### src/rtl/grid_io_pkg.sv
// Shared types and constants for the parametrised I/O grid tile.
package grid_io_pkg;

  localparam int CFG_BITS    = 3;
  localparam int CFG_DIR     = 0;
  localparam int CFG_IN_REG  = 1;
  localparam int CFG_OUT_REG = 2;

  typedef struct packed {
    logic out_reg;
    logic in_reg;
    logic dir;
  } pad_cfg_t;

endpackage

### src/rtl/grid_io_pad_cell.sv
// One pad channel: direction and optional input/output registering.
// GRID_IO_INPUT_SYNC_EN turns the input register into a 2-flop synchroniser.
module grid_io_pad_cell
  import grid_io_pkg::*;
(
  input  logic     prog_clk,
  input  logic     pReset,
  input  pad_cfg_t cfg,
  input  logic     io_outpad,
  input  logic     gpio_y,
  output logic     gpio_a,
  output logic     gpio_oe,
  output logic     io_inpad
);

  logic oreg_r;
  logic ireg_r;
`ifdef GRID_IO_INPUT_SYNC_EN
  logic sync_r;
`endif

  // Data registers sample every cycle so a mode switch never sees stale history.
  always_ff @(posedge prog_clk) begin
    if (pReset) begin
      oreg_r <= 1'b0;
      ireg_r <= 1'b0;
`ifdef GRID_IO_INPUT_SYNC_EN
      sync_r <= 1'b0;
`endif
    end else begin
      oreg_r <= io_outpad;
`ifdef GRID_IO_INPUT_SYNC_EN
      sync_r <= gpio_y;
      ireg_r <= sync_r;
`else
      ireg_r <= gpio_y;
`endif
    end
  end

  // Pad muxing from the active configuration.
  always_comb begin
    gpio_oe  = cfg.dir;
    gpio_a   = io_outpad;
    io_inpad = 1'b0;
    if (cfg.out_reg) begin
      gpio_a = oreg_r;
    end else begin
      gpio_a = io_outpad;
    end
    if (cfg.dir) begin
      io_inpad = 1'b0;
    end else if (cfg.in_reg) begin
      io_inpad = ireg_r;
    end else begin
      io_inpad = gpio_y;
    end
  end

endmodule

### src/rtl/grid_io_param_tile.sv
// Perimeter I/O tile: scan-loaded config with shadowed, all-or-nothing commit.
// Optional macro GRID_IO_INPUT_SYNC_EN (see grid_io_pad_cell).
module grid_io_param_tile
  import grid_io_pkg::*;
#(
  parameter int NUM_PADS = 5
) (
  input  logic                prog_clk,
  input  logic                pReset,
  input  logic                ccff_en,
  input  logic                ccff_head,
  output logic                ccff_tail,
  output logic                cfg_done,
  output logic                cfg_err,
  input  logic [NUM_PADS-1:0] io_outpad,
  output logic [NUM_PADS-1:0] io_inpad,
  input  logic [NUM_PADS-1:0] gfpga_pad_GPIO_Y,
  output logic [NUM_PADS-1:0] gfpga_pad_GPIO_A,
  output logic [NUM_PADS-1:0] gfpga_pad_GPIO_OE
);

  localparam int CHAIN_LEN = NUM_PADS * CFG_BITS;
  localparam int CNT_W     = $clog2(CHAIN_LEN + 1);

  logic [CHAIN_LEN-1:0] sr_r;
  logic [CHAIN_LEN-1:0] cfg_act_r;
  logic [CNT_W-1:0]     cnt_r;
  logic                 en_prev_r;
  logic                 cfg_done_r;
  logic                 cfg_err_r;
  logic                 commit_s;
  logic                 cnt_full_s;

  assign commit_s   = en_prev_r & ~ccff_en;
  assign cnt_full_s = (cnt_r == CNT_W'(CHAIN_LEN));

  // Scan shift register and saturating bit counter.
  always_ff @(posedge prog_clk) begin
    if (pReset) begin
      sr_r      <= {CHAIN_LEN{1'b0}};
      cnt_r     <= {CNT_W{1'b0}};
      en_prev_r <= 1'b0;
    end else begin
      en_prev_r <= ccff_en;
      if (ccff_en) begin
        sr_r <= {sr_r[CHAIN_LEN-2:0], ccff_head};
        if (!cnt_full_s) begin
          cnt_r <= cnt_r + CNT_W'(1);
        end
      end else if (commit_s) begin
        cnt_r <= {CNT_W{1'b0}};
      end
    end
  end

  // Commit only a complete image; a short load flags an error and leaves pads alone.
  always_ff @(posedge prog_clk) begin
    if (pReset) begin
      cfg_act_r  <= {CHAIN_LEN{1'b0}};
      cfg_done_r <= 1'b0;
      cfg_err_r  <= 1'b0;
    end else if (ccff_en) begin
      cfg_done_r <= 1'b0;
    end else if (commit_s) begin
      if (cnt_full_s) begin
        cfg_act_r  <= sr_r;
        cfg_done_r <= 1'b1;
        cfg_err_r  <= 1'b0;
      end else begin
        cfg_err_r  <= 1'b1;
      end
    end
  end

  assign ccff_tail = sr_r[CHAIN_LEN-1];
  assign cfg_done  = cfg_done_r;
  assign cfg_err   = cfg_err_r;

  // Pad 0 is shifted first, so it ends up in the top bits of the image.
  for (genvar i = 0; i < NUM_PADS; i++) begin : g_pad
    pad_cfg_t cfg_s;
    assign cfg_s.dir     = cfg_act_r[CHAIN_LEN-1-(i*CFG_BITS+CFG_DIR)];
    assign cfg_s.in_reg  = cfg_act_r[CHAIN_LEN-1-(i*CFG_BITS+CFG_IN_REG)];
    assign cfg_s.out_reg = cfg_act_r[CHAIN_LEN-1-(i*CFG_BITS+CFG_OUT_REG)];

    grid_io_pad_cell u_cell (
      .prog_clk  (prog_clk),
      .pReset    (pReset),
      .cfg       (cfg_s),
      .io_outpad (io_outpad[i]),
      .gpio_y    (gfpga_pad_GPIO_Y[i]),
      .gpio_a    (gfpga_pad_GPIO_A[i]),
      .gpio_oe   (gfpga_pad_GPIO_OE[i]),
      .io_inpad  (io_inpad[i])
    );
  end

endmodule
### config.mk
export PLATFORM = sky130hd
export DESIGN_NAME = grid_io_param_tile
export DESIGN_NICKNAME = d
export VERILOG_FILES = /design/src/rtl/grid_io_pkg.sv /design/src/rtl/grid_io_pad_cell.sv /design/src/rtl/grid_io_param_tile.sv
export SDC_FILE = /design/constraint.sdc
export NUM_CORES = 1
export LEC_CHECK = 0
export CAP_MARGIN = 20
export CORE_MARGIN = 5
export CORE_UTILIZATION = 45
export CTS_CLUSTER_SIZE = 28
export DETAILED_ROUTE_END_ITERATION = 8
export PLACE_DENSITY = 0.71
export REMOVE_ABC_BUFFERS = 1
export SLEW_MARGIN = 20
export SYNTH_ARGS = -nofsm -noshare
export SYNTH_HDL_FRONTEND = slang
export SYNTH_SLANG_ARGS = --single-unit
### constraint.sdc
create_clock -name prog_clk -period 1.7 [get_ports prog_clk]
set_clock_uncertainty 0.15 [all_clocks]
set_input_delay 0.34 -clock prog_clk [delete_from_list [all_inputs] [get_ports prog_clk]]
set_output_delay 0.34 -clock prog_clk [all_outputs]
set_load 0.1 [all_outputs]
# == Yosys cells after proc, flatten, opt, wreduce, memory -nomap -nowiden ==
# Index checks and enable logic that the tools add are counted.
# Widths: inputs -> output; s select.
# op_classes
magnitude_cmp,0
n_addsub,1
n_reduce_logical,6
shift,0
n_mul,0
mux,19
eq_ne,2
bitwise_logic,2
n_div,0
# ops
operator,count
$mux 1,16
$mux 4,3
$reduce_and 2->1,3
$add 4x1->4 const B,1
$eq 4x4->1 const B,1
$reduce_and 3->1,1
$ne 2x2->1 const B,1
$reduce_bool 2->1,1
$reduce_or 2->1,1
$and 1x1->1,1
$not 1->1,1
# totals
rom_bits,0
regBits,47
wordCells,46
memories,0
latch_bits,0
ram_bits,0

# == Longest topological paths before layout ==
# Gate-level depths: netlist of the first run.
# logic_depth
ltp_word,4
ltp_mapped,6

# == Cells and area by module ==
# From an unflattened synthesis of the first run, not the netlist that was laid out.
# hier_totals
cells_unflattened,195
hier_area_um2,1905.6
# modules_own_cells
mod,area_each_um2,cells_per_inst,n_inst,seq_area_each_um2
grid_io_param_tile,1461.4,155,1,740.7
grid_io_pad_cell,88.8,8,5,40.0

# == Worst setup path after synthesis of the first run ==
# No wires, ideal clock.
# synth_timing
kind,reg-to-reg
start,reg sr_r[14]
end,reg cfg_act_r[14]
arrival_time_ps,1243
setup_time_ps,71
stages_incl_launch_ff,3
slack_ps,237
synth_period_minus_slack_ps,1463
path_cell_list,dfxtp_1 -> nand4_1 -> a21oi_1
# synth_rtl
element,line_no,rtl
start: declaration,grid_io_param_tile.sv:25,logic [CHAIN_LEN-1:0] sr_r;
start signal: assignment,grid_io_param_tile.sv:40,sr_r <= {CHAIN_LEN{1'b0}};
start signal: assignment,grid_io_param_tile.sv:46,"sr_r <= {sr_r[CHAIN_LEN-2:0], ccff_head};"
end signal: assignment,grid_io_param_tile.sv:59,cfg_act_r <= {CHAIN_LEN{1'b0}};
end signal: assignment,grid_io_param_tile.sv:66,cfg_act_r <= sr_r;
end: declaration,grid_io_param_tile.sv:26,logic [CHAIN_LEN-1:0] cfg_act_r;

# == Worst setup path in the final report of the first run ==
# layout_timing
start,reg cfg_act_r[6]
end,out gfpga_pad_GPIO_A[2]
# layout_via
elab_chain_cells,1
# layout_lines
element,line_no,rtl
$mux 1,grid_io_pad_cell.sv:46,if (cfg.out_reg) begin
end: declaration,grid_io_param_tile.sv:18,"output logic [NUM_PADS-1:0] gfpga_pad_GPIO_A,"
# No other way between the ends.

==> results of run 1 <==
-- cells by family (layout without fill, tap and decap cells) --
| family | count (synthesis) | count (layout) | share of synthesized area [%] |
|---|---|---|---|
| AOI/OAI and AO/OA | 38 | 38 | 9.963 |
| adders and majority gates | 1 | 1 | 0.6344 |
| buffers and inverters | 31 | 55 | 11.29 |
| DFF | 47 | 47 | 47.72 |
| muxes | 25 | 25 | 13.01 |
| and+or+nand+nor | 64 | 64 | 17.39 |
-- per-stage QoR --
| stage | setup slack (ns) | power [uW] | cell area, um^2 | hold slack (ns) | TNS, ns |
|---|---|---|---|---|---|
| 5_1_grt | 0.001154 | 2183 | 2566 | 0.1732 | 0 |
| 3_5_place_dp | -0.08039 | 1479 | 2467 | 0.3310 | -0.3605 |
| 6_report | 0.05337 | 2100 | 2566 | 0.1404 | 0 |
| 4_1_cts | 0.0008035 | 2120 | 2556 | 0.2332 | 0 |
| 2_1_floorplan | -0.8471 | 1313 | 1757 | 0.2591 | -4.234 |
| 3_3_place_gp | -0.05092 | 1474 | 2467 | 0.3280 | -0.2142 |
-- registers in the layout (all words and copies together) (netlist names) --
name and cells:
g_pad.u_cell.ireg_r 5, g_pad.u_cell.oreg_r 5, en_prev_r 1, sr_r 15
cfg_err 1, cfg_done 1, cfg_act_r 15, cnt_r 4
-- report_power, final --
part	switching, uW	total [uW]	internal, uW	leakage [uW]
logic	185	315	130	0.000581
registers	12.1	1130	1120	0.000383
clock network	363	652	289	0.0000422
total	561	2100	1540	0.00101
-- timing repair --
| action | CTS | global route |
|---|---|---|
| endpoints found under the setup margin | 10 | 8 |
| gates resized for setup | 14 | 5 |
| pin swaps | 5 | 0 |
| hold endpoints to repair | 0 | 0 |
-- worst register-to-register path: cells and delay by family (launching register included) --
kind / cells / cell delay, ns
AO/OA/AOI/OAI: 1 / 0.14
adder cells (fa/ha/maj): 1 / 0.27
AND/OR/NAND/NOR: 2 / 0.38
flip-flops: 1 / 0.41
buffers and inverters: 1 / 0.17
-- layout make-up --
class                      count  share of cell area [%]
clock buffer                   7                   2.974
sequential                    47                   36.71
clock inverter                 1                  0.1950
inverter                       2                  0.2925
tap                           52                   2.535
timing repair buffer          45                   24.82
multi-input combinational    128                   32.47
-- worst max-delay path by stage --
stage | from | endpoint | slack (ns) | cells past startpoint
3_3_place_gp | gfpga_pad_GPIO_Y[0] | io_inpad[0] | -0.05 | 4
3_5_place_dp | gfpga_pad_GPIO_Y[4] | io_inpad[4] | -0.08 | 4
5_1_grt | cfg_act_r[6] | gfpga_pad_GPIO_A[2] | 0.001 | 2
4_1_cts | io_outpad[4] | gfpga_pad_GPIO_A[4] | 0.0008 | 3
2_1_floorplan | cfg_act_r[14] | io_inpad[0] | -0.85 | 1
6_report | cfg_act_r[6] | gfpga_pad_GPIO_A[2] | 0.05 | 2
-- routing by layer --
metal	vias up	track usage, %	part of all wire (%)
met5	-	0	0
met4	0	5.769	2.0
met3	6	6.028	6.0
met2	32	21.66	48
met1	677	15.15	44
li1	751	-	-
-- placed cells by master, fill, tap and decap left out, types with 9 or more instances in the layout --
| master | n |
|---|---|
| a21oi_1 | 18 |
| buf_12 | 22 |
| buf_4 | 10 |
| dfxtp_1 | 46 |
| dlygate4sd2_1 | 9 |
| mux2i_1 | 20 |
| nand4_1 | 16 |
| nor2_1 | 22 |
| nor2b_1 | 11 |
| o21ai_1 | 16 |
==> impl_metrics.py, run 1 <==
metrics = {
    "routing": {
        "vias": 1466,
        "vias_per_cell": 5.199,
        "routedWlPerCell_um": 13.24,
        "firstDrtPassIters": 4,
        "drc": 0,
        "drt-total-wl_um": 3735,
        "ant_nets": 0,
        "drt_iter0_drc": 68,
    },
    "floorplan": {
        "fp-row-count": 24,
        "start_util_pct": 45.92,
        "die_h_um": 76.20,
        "dieArea_um2": 5806,
        "core_region_area_um2": 4294,
        "floorplan.io_pins": 32,
        "die_x_um": 76.20,
    },
    "critical_path": {
        "r2r_cells": 5,
        "critical_path.slowest_cell": "dfxtp_1",
        "crit_arrival_ns": 1.16,
        "worst-path-buf-inv": 1,
        "slowest_delay_ns": 0.36,
        "crit_chain": "mux2_4 > buf_12",
        "r2r-end": "cfg_act_r[7]",
        "crit_path_end_kind": "primary output",
        "cpLargestDelayFamily": "flip-flops",
        "cp_max_fo": 2,
        "worstReg2RegStart": "cnt_r[0]",
        "crit_required_ns": 1.21,
        "crit_type": "reg2out",
        "regToRegSetupSlack_ns": 0.12,
        "critPathLaunchType": "register",
    },
    "global_route": {
        "grt_max_degree": 29,
        "track_usage_pct": 13.39,
        "overflow": 0,
        "grt_pass1_vias": 1444,
        "antenna_found_initial": 0,
        "grt_pass1_wl_um": 6272,
    },
    "logic_synthesis": {
        "synth-edff-count": 0,
        "yosys.area.top_type": "dfxtp_1",
        "synth_seq_cells": 47,
        "synthesis.area_um2": 1972,
        "synth_common_cells": "dfxtp_1, nor2_1, mux2i_1",
        "synthTopCellsByArea": "dfxtp_1, mux2i_1, buf_4",
        "synth.avg_cell_area_um2": 9.572,
        "ys_warn_count": 0,
        "synthFlopType": "dfxtp_1",
        "synthArstFlopShare_pct": 0,
        "synthMostInstantiatedCell": "dfxtp_1",
        "netlist.area_leader.share_pct": 47.72,
        "ys_seq_area_share_pct": 47.72,
        "synth_cell_types": 31,
        "synthCells": 206,
    },
    "placed_design": {
        "hpwl_um": 2586,
        "io_buffers": 31,
        "placed_cells": 274,
        "finalWeightedCongestion": 0.7655,
    },
    "outcome": {
        "outcome": "finished clean",
    },
    "flow_run": {
        "maxCapViolations": 0,
    },
    "timing": {
        "worst_slew_pin_slew_ns": 0.2555,
        "hold_viol_final": 0,
        "period_needed_ns": 1.647,
        "drv_slew": 0,
        "setup_viol": 0,
        "finalCritPeriodShare_pct": 96.86,
        "rsz0062_at_grt": "false",
        "fmax_mhz": 607.3,
        "max_slew_margin_pct": 82.84,
    },
    "layout": {
        "layout-drive-gt1-share_pct": 22.17,
        "final_core_util_pct": 59.76,
        "nets": 244,
        "final_cells": 282,
        "fillerInstances": 359,
        "ff_latch_area_um2": 942.2,
        "syn_to_final_growth_pct": 30.14,
        "num_antenna_cells": 0,
        "multi_input_area_um2": 833.3,
    },
    "clocking": {
        "cts.path.max_buffers": 2,
        "clkLatencyLatePin_ns": 0.30,
        "cts_root_buf": "clkbuf_8",
        "cts_buffers": 5,
        "postCtsSetupBuffers": 0,
        "h-tree-depth": 2,
        "clk_pin_slew_ns": 0.08,
        "cts_num_sinks": 47,
        "cts_hold_buf": 0,
        "cts_tree": "yes",
    },
    "min_path": {
        "worst_hold_path.endpoint": "g_pad[4].u_cell.oreg_r",
        "min-delay-start": "io_outpad[4]",
        "hold_depth": 2,
        "min_path_type": "in2reg",
    },
    "power_and_ir_drop": {
        "vdd_drop_max_mv": 0.5269,
        "p_leak_uw": 0.001006,
        "power.density_nw_per_um2": 818.5,
    },
}
(Power assumes the default switching activity.)
==> run 2, diff against run 1 <==
--- a/config.mk
+++ b/config.mk
@@ -12,6 +12,7 @@
 export DETAILED_ROUTE_END_ITERATION = 8
 export PLACE_DENSITY = 0.71
 export REMOVE_ABC_BUFFERS = 1
+export SETUP_SLACK_MARGIN = 0.15
 export SLEW_MARGIN = 20
 export SYNTH_ARGS = -nofsm -noshare
 export SYNTH_HDL_FRONTEND = slang
==> run 2 against run 1 <==
Net effect: setup slack improved by 0.024 ns; sequential share of layout area barely moved; maximum frequency rose by 1.5%; global-route usage rose by 0.10 points; register-to-register slack improved by 0.15 ns; wire length rose by 3.7%; worst hold slack improved by 0.097 ns; combinational power barely moved; critical path depth did not move; sequential power barely moved; critical endpoint is now gfpga_pad_GPIO_A[4]; largest power group unchanged.
==> impl_metrics.py, run 2 (synthesis gave the netlist of run 1 again) <==
metrics = {
    "outcome": {
        "outcome": "finished clean",
    },
    "routing": {
        "drt-total-wl_um": 3872,
        "vias_per_cell": 5.252,
        "routedWlPerCell_um": 13.73,
        "firstDrtPassIters": 4,
        "drc": 0,
        "vias": 1481,
        "ant_nets": 0,
        "drt_iter0_drc": 96,
    },
    "min_path": {
        "min-delay-start": "gfpga_pad_GPIO_Y[0]",
        "min_path_type": "in2reg",
        "hold_depth": 2,
        "worst_hold_path.endpoint": "g_pad[0].u_cell.ireg_r",
    },
    "global_route": {
        "antenna_found_initial": 0,
        "grt_pass1_vias": 1452,
        "overflow": 0,
        "grt_max_degree": 29,
        "grt_pass1_wl_um": 6313,
        "track_usage_pct": 13.49,
    },
    "critical_path": {
        "worst-path-buf-inv": 1,
        "slowest_delay_ns": 0.35,
        "critical_path.slowest_cell": "dfxtp_2",
        "crit_required_ns": 1.21,
        "crit_chain": "mux2_4 > buf_12",
        "crit_arrival_ns": 1.13,
        "regToRegSetupSlack_ns": 0.27,
        "r2r-end": "cfg_act_r[7]",
        "cp_max_fo": 2,
        "crit_type": "reg2out",
        "cpLargestDelayFamily": "flip-flops",
        "r2r_cells": 5,
        "critPathLaunchType": "register",
        "worstReg2RegStart": "cnt_r[1]",
        "crit_path_end_kind": "primary output",
    },
    "timing": {
        "setup_viol": 0,
        "hold_viol_final": 0,
        "fmax_mhz": 616.3,
        "max_slew_margin_pct": 83.31,
        "holdWs_ns": 0.2374,
        "drv_slew": 0,
        "finalCritPeriodShare_pct": 95.44,
        "period_needed_ns": 1.622,
        "worst_slew_pin_slew_ns": 0.2484,
        "rsz0062_at_grt": "true",
    },
    "layout": {
        "ff_latch_area_um2": 954.7,
        "layout-drive-gt1-share_pct": 28.26,
        "syn_to_final_growth_pct": 31.85,
        "multi_input_area_um2": 858.3,
        "num_antenna_cells": 0,
        "reg_top3": "cfg_act_r (15), sr_r (15)",
        "layout_common_cells": "dfxtp_1, buf_12, nor2_1",
        "fillerInstances": 355,
        "final_common_cell": "dfxtp_1",
        "final_cells": 282,
        "nets": 244,
    },
    "placed_design": {
        "io_buffers": 31,
        "hpwl_um": 2586,
        "finalWeightedCongestion": 0.7655,
        "placed_cells": 274,
    },
    "floorplan": {
        "dieArea_um2": 5806,
        "core_region_area_um2": 4294,
        "floorplan.io_pins": 32,
        "die_x_um": 76.20,
        "fp-row-count": 24,
        "start_util_pct": 45.92,
        "die_h_um": 76.20,
    },
    "clocking": {
        "postCtsSetupBuffers": 0,
        "cts_hold_buf": 0,
        "h-tree-depth": 2,
        "clkLatencyLatePin_ns": 0.30,
        "cts_buffers": 5,
        "cts_root_buf": "clkbuf_8",
        "cts_num_sinks": 47,
        "cts_tree": "yes",
        "clk_pin_slew_ns": 0.08,
        "cts.path.max_buffers": 2,
    },
    "power_and_ir_drop": {
        "vdd_drop_max_mv": 0.5285,
        "p_total_uw": 2102,
        "power.density_nw_per_um2": 808.6,
        "p_leak_uw": 0.001006,
    },
    "flow_run": {
        "maxCapViolations": 0,
    },
}
==> run 2: worst reg2reg max path, cell delays in order (launching register included) <==
cell,delay (ns)
dfxtp_1,0.41
ha_4,0.18
and3_4,0.23
buf_4,0.16
nand4_1,0.10
a21oi_1,0.14
==> run 2: area by class of cell <==
type                       count  share of cell area [%]
clock buffer                   7                   2.936
sequential                    47                   36.72
multi-input combinational    128                   33.01
inverter                       2                  0.2887
tap                           52                   2.502
timing repair buffer          45                   24.35
clock inverter                 1                  0.1925
==> run 2: per-stage QoR <==
stage | cell area (um^2) | util (%) | TNS [ns] | worst slack [ns]
final | 2600 | 60.55 | 0 | 0.07752
after global routing | 2600 | 60.55 | 0 | 0.02944
after CTS | 2571 | 59.88 | 0 | 0.04085
after detailed placement | 2467 | 57.46 | -0.3605 | -0.08039
after global placement | 2467 | 57.46 | -0.2142 | -0.05092
after floorplan | 1757 | - | -4.234 | -0.8471
==> run 2: worst max path at each step <==
stage / from / to / slack [ns] / depth (start not counted)
floorplan: cfg_act_r[14] / io_inpad[0] / -0.85 / 1
global placement: gfpga_pad_GPIO_Y[0] / io_inpad[0] / -0.05 / 4
detailed placement: gfpga_pad_GPIO_Y[4] / io_inpad[4] / -0.08 / 4
CTS: cfg_act_r[1] / io_inpad[4] / 0.04 / 3
global route: cfg_act_r[0] / gfpga_pad_GPIO_A[4] / 0.03 / 2
finish: cfg_act_r[0] / gfpga_pad_GPIO_A[4] / 0.08 / 2
==> run 2: what timing repair did <==
item	in CTS	in global routing
endpoints found under the setup margin	23	24
gates resized for setup	27	8
pin swaps	5	4
cloned	0	0
==> run 2: routing by layer <==
metal	global-route usage (%)	up-vias	part of all wire, %
met3	6.028	6	6.7
met1	15.16	688	42
met4	5.769	0	2.0
met2	22.00	38	49
li1	-	749	-
met5	0	-	0
==> run 2: power breakdown <==
part	leakage, uW	internal (uW)	switching (uW)	total, uW
logic	0.000576	131	187	318
registers	0.000388	1120	14.3	1140
clock network	0.0000422	289	360	649
total	0.00101	1540	561	2100
==> run 3, diff against run 2 <==
--- a/config.mk
+++ b/config.mk
@@ -6,7 +6,6 @@
 export NUM_CORES = 1
 export LEC_CHECK = 0
 export CAP_MARGIN = 20
-export CORE_MARGIN = 5
 export CORE_UTILIZATION = 45
 export CTS_CLUSTER_SIZE = 28
 export DETAILED_ROUTE_END_ITERATION = 8
==> run 3 against run 2 <==
Net effect: wire length is 1.1% lower; sequential power hardly changed; highest routed layer unchanged; largest power group unchanged; final area stayed put; count of clock-buffer cells in the layout is 1 lower; core utilization is 2.6 points higher.
==> impl_metrics.py, run 3 (synthesis gave the netlist of run 1 again) <==
metrics = {
    "clocking": {
        "h-tree-depth": 2,
        "clkLatencyLatePin_ns": 0.29,
        "postCtsSetupBuffers": 0,
        "cts_root_buf": "clkbuf_8",
        "cts_hold_buf": 0,
        "cts_buffers": 5,
        "cts_num_sinks": 47,
        "cts.path.max_buffers": 2,
        "cts_tree": "yes",
        "clk_pin_slew_ns": 0.08,
    },
    "global_route": {
        "antenna_found_initial": 0,
        "grt_pass1_vias": 1386,
        "track_usage_pct": 18.05,
        "grt_pass1_wl_um": 6175,
        "overflow": 0,
        "grt_max_degree": 34,
    },
    "power_and_ir_drop": {
        "vdd_drop_max_mv": 0.5589,
        "p_seq_share_pct": 53.7,
        "swShare_pct": 25.77,
        "p_leak_uw": 0.001014,
        "power.density_nw_per_um2": 814.0,
        "pwr-share-clk_pct": 31.3,
        "p_sw_uw": 545.4,
        "p_int_uw": 1571,
        "p_comb_share_pct": 15.0,
    },
    "critical_path": {
        "crit_required_ns": 1.21,
        "r2r-end": "cfg_act_r[9]",
        "regToRegSetupSlack_ns": 0.30,
        "crit_type": "reg2out",
        "r2r_cells": 5,
        "cp_max_fo": 2,
        "crit_arrival_ns": 1.12,
        "worstReg2RegStart": "cnt_r[0]",
        "critPathLaunchType": "register",
        "crit_path_end_kind": "primary output",
    },
    "placed_design": {
        "hpwl_um": 2357,
        "io_buffers": 31,
        "post-place-ws_ns": -0.04967,
        "finalWeightedCongestion": 0.7893,
        "placed_cells": 273,
    },
    "layout": {
        "nets": 245,
        "layout_common_cells": "dfxtp_1, nor2_1, buf_12",
        "final_cells": 280,
        "final_common_cell": "dfxtp_1",
        "layout-drive-gt1-share_pct": 29.57,
        "final_core_util_pct": 63.18,
        "num_antenna_cells": 0,
        "reg_top3": "cfg_act_r (15), sr_r (15)",
        "fillerInstances": 329,
        "syn_to_final_growth_pct": 31.85,
    },
    "timing": {
        "fmax_mhz": 619.7,
        "max_slew_margin_pct": 81.67,
        "period_needed_ns": 1.614,
        "worst_slew_pin_slew_ns": 0.2728,
        "finalCritPeriodShare_pct": 94.92,
        "drv_slew": 0,
        "layout_setup_ws_ns": 0.08639,
        "rsz0062_at_grt": "true",
        "setup_viol": 0,
        "final.setup.tns_ns": 0,
        "holdWs_ns": 0.2509,
        "hold_viol_final": 0,
    },
    "floorplan": {
        "start_util_pct": 47.92,
        "core_region_area_um2": 4115,
        "fp-row-count": 23,
        "die_x_um": 68.20,
        "die_h_um": 68.20,
        "floorplan.io_pins": 32,
        "dieArea_um2": 4651,
    },
    "min_path": {
        "hold_depth": 2,
        "min_path_type": "in2reg",
        "min-delay-start": "gfpga_pad_GPIO_Y[4]",
        "worst_hold_path.endpoint": "g_pad[4].u_cell.ireg_r",
    },
    "routing": {
        "routedWlPerCell_um": 13.68,
        "firstDrtPassIters": 4,
        "drc": 0,
        "drt-total-wl_um": 3829,
        "vias": 1499,
        "drt_iter0_drc": 79,
        "ant_nets": 0,
        "vias_per_cell": 5.354,
    },
    "flow_run": {
        "maxCapViolations": 0,
    },
    "outcome": {
        "outcome": "finished clean",
    },
}
==> run 3: per-stage QoR <==
step                cell area, um^2  power (uW)
finish                         2600        2116
floorplan                      1757        1313
CTS                            2566        2125
detailed placement             2460        1475
global placement               2460        1473
global route                   2600        2205
==> run 3: power by group through the flow <==
stage / logic [uW] / registers, uW / clock network, uW
floorplan: 145 / 1170 / 0
global placement: 314 / 1160 / 0
detailed placement: 316 / 1160 / 0
CTS: 314 / 1130 / 679
global route: 335 / 1140 / 732
finish: 318 / 1140 / 662
==> run 3: timing repair <==
item	CTS	global route
gates cloned	0	0
pin swaps	5	4
resized for setup	25	10
endpoints found under the setup margin	10	26
==> run 3: worst max-delay path by stage <==
stage	startpoint	endpoint	slack, ns
floorplan	cfg_act_r[14]	io_inpad[0]	-0.85
global placement	gfpga_pad_GPIO_Y[4]	io_inpad[4]	-0.04
detailed placement	gfpga_pad_GPIO_Y[3]	io_inpad[3]	-0.05
CTS	cfg_act_r[7]	io_inpad[2]	0.07
global route	cfg_act_r[1]	io_inpad[4]	0.05
finish	cfg_act_r[3]	gfpga_pad_GPIO_A[3]	0.09
==> run 3: critical path: stages (launching register included) <==
cell	delay, ns
dfxtp_2	0.34
mux2_4	0.32
buf_12	0.17
==> run 3: layer usage <==
metal | up-vias | GRT usage (%) | wire [um]
met5 | - | 0 | 0
met4 | 0 | 6.510 | 40
met3 | 5 | 4.167 | 187
met2 | 34 | 30.39 | 1869
met1 | 708 | 22.30 | 1732
li1 | 752 | - | -
==> run 3: layout make-up <==
cell class	count	area, um^2	area share, %
inverter	2	7.507	0.2887
tap	50	62.56	2.406
clock buffer	6	82.58	3.176
clock inverter	1	5.005	0.1925
multi-input combinational	128	858.3	33.01
timing repair buffer	46	628.1	24.16
sequential	47	955.9	36.77
==> variant, RTL diff (flow settings as in run 1) <==
Set the parameter `NUM_PADS` to 6 (it was 5).
--- a/src/rtl/grid_io_param_tile.sv
+++ b/src/rtl/grid_io_param_tile.sv
@@ -3,7 +3,7 @@
 module grid_io_param_tile
   import grid_io_pkg::*;
 #(
-  parameter int NUM_PADS = 5
+  parameter int NUM_PADS = 6
 ) (
   input  logic                prog_clk,
   input  logic                pReset,
Ports: changed (5 resized); port bits go from 32 to 37. The function was not compared with the original's and may differ.
==> variant against run 1 <==
Design area increased by 24%. Worst setup slack better by 0.0029 ns. Clock power increased by 37%. Sequential cell count grew 9. Synthesized area increased by 26%. Sequential share of layout area decreased by 1.4 points. Core utilization fell by 1.1 points. Routed wire length is 5.3% higher. Total power up 24%. Critical path depth up 1. Global-route usage down 1.6 points. Synthesized cell count is 16% higher. Critical path type unchanged. Critical endpoint is now io_inpad[5].
==> variant: results (changes against run 1) <==
Non-clock buffers - 48 (was 45)
Fraction of area in multi-input gates - 36.9% (was 32.5%)
Placed cell area - 3040 um2 (was 2470 um2)
Status - complete, no violations (unchanged)
Fin Hold WS - 0.139 ns (was 0.140 ns)
Synth top area cells - dfxtp_1, mux2i_1, buf_4 (unchanged)
P_leak - 0.00125 uW (was 0.00101 uW)
Sequential logic power - 1350 uW (was 1130 uW)
Largest net degree at the start of global routing - 40 (was 29)
Layout cell share with drive strength beyond 1 - 26.1% (was 22.2%)
Synth unique cells - 30 (was 31)
Mapped Area - 2490 um2 (was 1970 um2)
Met3 Use GR - 3.43% (was 6.03%)
Clock Sink Count - 56 (was 47)
Psw - 635 uW (was 561 uW)
GRT met2 Usage - 20.2% (was 21.7%)
Vias - 1568 (was 1466)
DPL Wire Length - 2800 um (was 2590 um)
Worst slew margin - 84.6% (was 82.8%)
Post-synth top cells - dfxtp_1, mux2i_1, nor2_1, buf_4, nand2b_1 (was dfxtp_1, nor2_1, mux2i_1, a21oi_1, buf_4)
VDD IR max - 0.000416 V (was 0.000527 V)
Input/output buffers - 36 (was 31)
Setup crit start - cfg_act_r[1]$_SDFFE_PP0P_ (was cfg_act_r[6]$_SDFFE_PP0P_)
GP Congestion - 0.805 (was 0.766)
DR iter-0 viols - 72 (was 68)
Post-Syn Instances - 239 (was 206)
CP endpoint - io_inpad[5] (was gfpga_pad_GPIO_A[2])
DP Cell Count - 328 (was 274)
Capturing point of the worst reg2reg path - cfg_act_r[10]$_SDFFE_PP0P_ (was cfg_act_r[7]$_SDFFE_PP0P_)
Reg-to-reg startpoint - cnt_r[1]$_SDFFE_PP0P_ (was cnt_r[0]$_SDFFE_PP0P_)
variant: worst max-delay path: stages (launching register included):
cell,delay (ns)
dfxtp_1,0.38
mux2i_1,0.23
nor2_2,0.08
buf_12,0.17
variant: kinds of logic (layout without fill, tap and decap cells):
family,Yosys count,after routing,share of synthesized area [%]
buffers and inverters,33,58,9.24
adder cells (fa/ha/maj),2,2,1.00
AND/OR/NAND/NOR,90,90,22.1
AO/OA/AOI/OAI,8,8,2.16
flip-flops,56,56,45.0
multiplexers,50,50,20.5
variant: stage by stage:
| stage | total power (uW) | setup slack (ns) |
|---|---|---|
| detailed placement | 1760 | -0.0756 |
| CTS | 2650 | 0.00122 |
| floorplan | 1570 | -0.859 |
| global route | 2720 | -0.00491 |
| finish | 2610 | 0.0563 |
| global placement | 1750 | -0.0827 |
variant: timing repair:
item / 4_1_cts / 5_1_grt
pin swaps: 6 / 0
endpoints found under the setup margin: 12 / 7
gates resized for setup: 18 / 9
hold buffers: 0 / 0
